$ cat src/rtl/event_encoder_8to3.sv
// Eight edge-triggered event lines queued as pending bits and presented one at
// a time as a 3-bit code over a valid/ready handshake, with sticky overflow.
module event_encoder_8to3 #(
  parameter int ROUND_ROBIN = 0
) (
  input  logic clk,
  input  logic rst,
  input  logic y0,
  input  logic y1,
  input  logic y2,
  input  logic y3,
  input  logic y4,
  input  logic y5,
  input  logic y6,
  input  logic y7,
  input  logic ready,
  input  logic ovf_clr,
  output logic s2,
  output logic s1,
  output logic s0,
  output logic valid,
  output logic ovf,
  output logic busy
);

  logic [7:0] y_vec;
  logic [7:0] y_q;
  logic [7:0] rise_vec;
  logic [7:0] pending_q;
  logic [7:0] pending_d;
  logic [7:0] load_mask;
  logic [7:0] ovf_hits;
  logic [2:0] code_q;
  logic [2:0] last_q;
  logic [2:0] sel_idx;
  logic [2:0] cand;
  logic       sel_found;
  logic       valid_q;
  logic       ovf_q;
  logic       out_free;
  logic       load;

  assign y_vec    = {y7, y6, y5, y4, y3, y2, y1, y0};
  assign rise_vec = y_vec & ~y_q;
  assign out_free = ~valid_q | ready;

  // Round-robin scans last+1 .. last+8 (wrapping), so the last-served line is checked last.
  always_comb begin
    sel_idx   = '0;
    sel_found = 1'b0;
    cand      = '0;
    if (ROUND_ROBIN != 0) begin
      for (int k = 1; k <= 8; k++) begin
        cand = last_q + 3'(k);
        if (!sel_found && pending_q[cand]) begin
          sel_idx   = cand;
          sel_found = 1'b1;
        end
      end
    end else begin
      for (int i = 7; i >= 0; i--) begin
        if (pending_q[i]) begin
          sel_idx   = 3'(i);
          sel_found = 1'b1;
        end
      end
    end
  end

  assign load      = out_free & sel_found;
  assign load_mask = load ? (8'b1 << sel_idx) : 8'b0;

  // A new edge on the line being loaded re-arms it; otherwise a repeat edge is lost.
  assign ovf_hits  = rise_vec & pending_q & ~load_mask;
  assign pending_d = (pending_q & ~load_mask) | rise_vec;

  always_ff @(posedge clk) begin
    y_q <= y_vec;
    if (rst) begin
      pending_q <= '0;
      valid_q   <= 1'b0;
      code_q    <= '0;
      ovf_q     <= 1'b0;
      last_q    <= 3'd7;
    end else begin
      pending_q <= pending_d;
      if (out_free) begin
        valid_q <= load;
        if (load) begin
          code_q <= sel_idx;
          last_q <= sel_idx;
        end
      end
      ovf_q <= (|ovf_hits) | (ovf_q & ~ovf_clr);
    end
  end

  assign {s2, s1, s0} = code_q;
  assign valid        = valid_q;
  assign ovf          = ovf_q;
  assign busy         = (|pending_q) | valid_q;

endmodule

$ cat config.mk
export PLATFORM = sky130hd
export DESIGN_NAME = event_encoder_8to3
export DESIGN_NICKNAME = d
export VERILOG_FILES = /design/src/rtl/event_encoder_8to3.sv
export SDC_FILE = /design/constraint.sdc
export NUM_CORES = 1
export LEC_CHECK = 0
export CORE_MARGIN = 2
export CORE_UTILIZATION = 45
export DETAILED_ROUTE_END_ITERATION = 10
export PLACE_DENSITY_LB_ADDON = 0.12
export SLEW_MARGIN = 20
export SYNTH_ARGS = -nofsm -noshare
export SYNTH_HDL_FRONTEND = slang
export SYNTH_SLANG_ARGS = --single-unit
$ cat constraint.sdc
create_clock -name clk -period 2.3 [get_ports clk]
set_input_delay 0.46 -clock clk [delete_from_list [all_inputs] [get_ports clk]]
set_output_delay 0.46 -clock clk [all_outputs]
set_load 0.005 [all_outputs]
==> results of run 1 <==
## power breakdown
part	switching, W	internal [W]
clock	0.000104	0.0000675
combinational	0.0000636	0.0000865
sequential	0.0000155	0.000389
## logic make-up after synthesis
kind of cell | share of synthesized area, %
AO/OA/AOI/OAI | 21.7
buffers and inverters | 0.904
flip-flops | 50.7
AND/OR/NAND/NOR | 26.7
## per-stage QoR
step | cell area (um2) | hold slack, ns | utilization [%]
floorplan | 830 | 0.453 | -
global route | 1110 | 0.505 | 64.2
detailed placement | 1050 | 0.450 | 60.8
finish | 1110 | 0.461 | 64.2
CTS | 1090 | 0.464 | 62.9
global placement | 1050 | 0.445 | 60.8
## synth_stat cells
cell type and count:
dfxtp_1 21, a21oi_1 15, nor2_1 8, nand2b_1 7, nand2_1 6, o21ai_0 6, nor2b_1 5, or3_1 2
a2111oi_0 1, a211oi_1 1, a31oi_1 1, and3_1 1, and3b_1 1, clkbuf_1 1, inv_1 1, nand2b_4 1
nand3b_1 1, nor2_2 1, nor3_1 1, nor4_1 1, o21ai_2 1, o21bai_1 1, o22ai_1 1, o22ai_2 1
o311ai_0 1, o41ai_1 1, or2b_2 1, or4_1 1, or4_4 1
## layer usage
layer / GRT usage, % / share of wire (%) / vias up / wire length [um]
li1: - / - / 379 / -
met1: 22.2 / 48 / 341 / 781
met2: 25.2 / 45 / 30 / 730
met3: 3.46 / 5.4 / 2 / 87
met4: 8.33 / 0.87 / 0 / 14
met5: 0 / 0 / - / 0
## sequential cells by signal, indices dropped and copies added, names as in the netlist
| register | cells |
|---|---|
| pending_q | 8 |
| y_q | 8 |
| ovf | 1 |
| code_q | 3 |
| valid | 1 |
## timing repair
item / CTS / global route
hold buffers: 0 / 0
pin swaps: 1 / 0
setup endpoints to repair: 1 / 1
cloned: 0 / 0
buffers inserted: 1 / 2
gates resized for setup: 3 / 4
## path summary, 6_finish.rpt
check,end,slack (ns)
worst max-delay path,busy,0.13
worst min-delay path,code_q[0]$_SDFFE_PP0P_,0.46
worst min register to register,code_q[0]$_SDFFE_PP0P_,0.46
worst max register to register,ovf$_SDFF_PP0_,0.54
## worst max-delay path: stages (launching register included)
cell and delay (ns):
dfxtp_2 0.35, or4_4 0.51, or3_1 0.35, clkdlybuf4s15_1 0.21
## area by class of cell
cell class | instances | share of cell area (%)
repair buffers | 23 | 19.4
inverters | 1 | 0.339
clock buffers | 4 | 2.37
flip-flops and latches | 21 | 38.5
multi-input cells | 68 | 36.6
well taps | 25 | 2.82
==> flow_metrics.py, run 1 <==
metrics = {
    "sta": {
        "setup_slack_ns": 0.125,
        "drv_slew": 0,
        "hold_viol_final": 0,
        "rsz0062_at_grt": "false",
        "max_freq_mhz": 460,
        "tns_ns": 0,
        "finalSetupViolations": 0,
        "worst_pin_slew_ns": 0.513,
        "clock_skew_ns": 0.00704,
        "fin_crit_ns": 2.17,
        "finalCritPeriodShare_pct": 94.6,
        "relSlewSlack_pct": 65.7,
    },
    "grt": {
        "grt_max_degree": 14,
        "grt_pass1_vias": 605,
        "grt_pass1_wl_mm": 2.56,
        "grt.total_usage_pct": 16.6,
        "grt.overflow.total": 0,
        "antenna_found_initial": 0,
    },
    "place": {
        "pre_cts_ws_ns": 0.131,
        "routabilityCongestion": 0.815,
        "dp_cells": 135,
        "dp_hpwl_mm": 1.20,
        "portBuffers": 17,
    },
    "clock_tree": {
        "clockBufferDepth": 2,
        "cts_tree": "built",
        "cts.clk_slew.worst_paths_ns": 0.11,
        "cts.sinks": 21,
        "clk_latency_ns": 0.30,
        "cts-root-buf": "clkbuf_4",
        "htree_levels": 1,
        "cts-buffers-inserted": 3,
    },
    "run": {
        "cap_violations": 0,
    },
    "final_layout": {
        "num_antenna_cells": 0,
        "fin_nets": 130,
        "multi_input_area_um2": 405,
        "stdcell_count": 142,
        "seqCellArea_um2": 427,
        "layout-drive-gt1-share_pct": 16.2,
        "final_cell_mix": "dfxtp_1, clkdlybuf4s50_1, a21oi_1",
        "area_delta_synth_final_pct": 33.6,
        "final_common_cell": "dfxtp_1",
        "n_fill_cell": 148,
    },
    "drt": {
        "final_antenna_net_count": 0,
        "route.detailed.drc": 0,
        "dr.pass1.iters": 4,
        "vias_per_cell": 5.30,
        "initialDrtViolationCount": 12,
        "avgRoutedWirePerCell_um": 11.4,
        "wirelength_mm": 1.61,
        "via_count": 752,
    },
    "logic_synthesis": {
        "synth.distinct_cells": 29,
        "syn_inst": 91,
        "synth_fp_nets": 103,
        "yosysTopAreaCellShare_pct": 50.7,
        "syn_area_per_cell_um2": 9.12,
        "ys_warn_count": 0,
        "ys_top_cells_by_area": "dfxtp_1, a21oi_1, nand2b_1",
        "synth_top_area_cell": "dfxtp_1",
        "synth-seq-area-share_pct": 50.7,
        "ys_ff_latch": 21,
        "syn-cell-area_um2": 830,
    },
    "critical_path": {
        "cp_data_required_time_ns": 1.84,
        "crit_start": "pending_q[3]$_SDFF_PP0_",
        "criticalPathCategory": "reg -> out",
        "reg2reg_depth": 6,
        "timing.rr.start": "pending_q[3]$_SDFF_PP0_",
        "crit_arrival_ns": 1.71,
        "cp-start-kind": "register",
        "worst-path-max-fanout": 4,
        "critPathCaptureType": "primary output",
    },
    "power": {
        "leakagePower_nw": 0.427,
        "power.density_nw_per_um2": 655,
        "vdd_drop_max_uv": 536,
        "p_total_w": 0.000726,
    },
    "outcome": {
        "status": "finished clean",
    },
    "floorplanning": {
        "coreArea_um2": 1730,
        "num_rows": 15,
        "dieArea_um2": 2200,
        "die-width_um": 46.9,
        "start_util_pct": 48.0,
        "die_h_um": 46.9,
        "ios": 18,
    },
    "worst_hold_path": {
        "worstHoldStart": "code_q[0]$_SDFFE_PP0P_",
        "min_path_cells": 2,
        "hold_path_class": "reg -> reg",
    },
}
Power figures use the tool's default switching activity.
==> inputs of run 2 (changes only) <==
GPL_TIMING_DRIVEN = 1   (was unset)
==> results of run 2 <==
Final layout, timing and power as in run 1 (identical DEF).
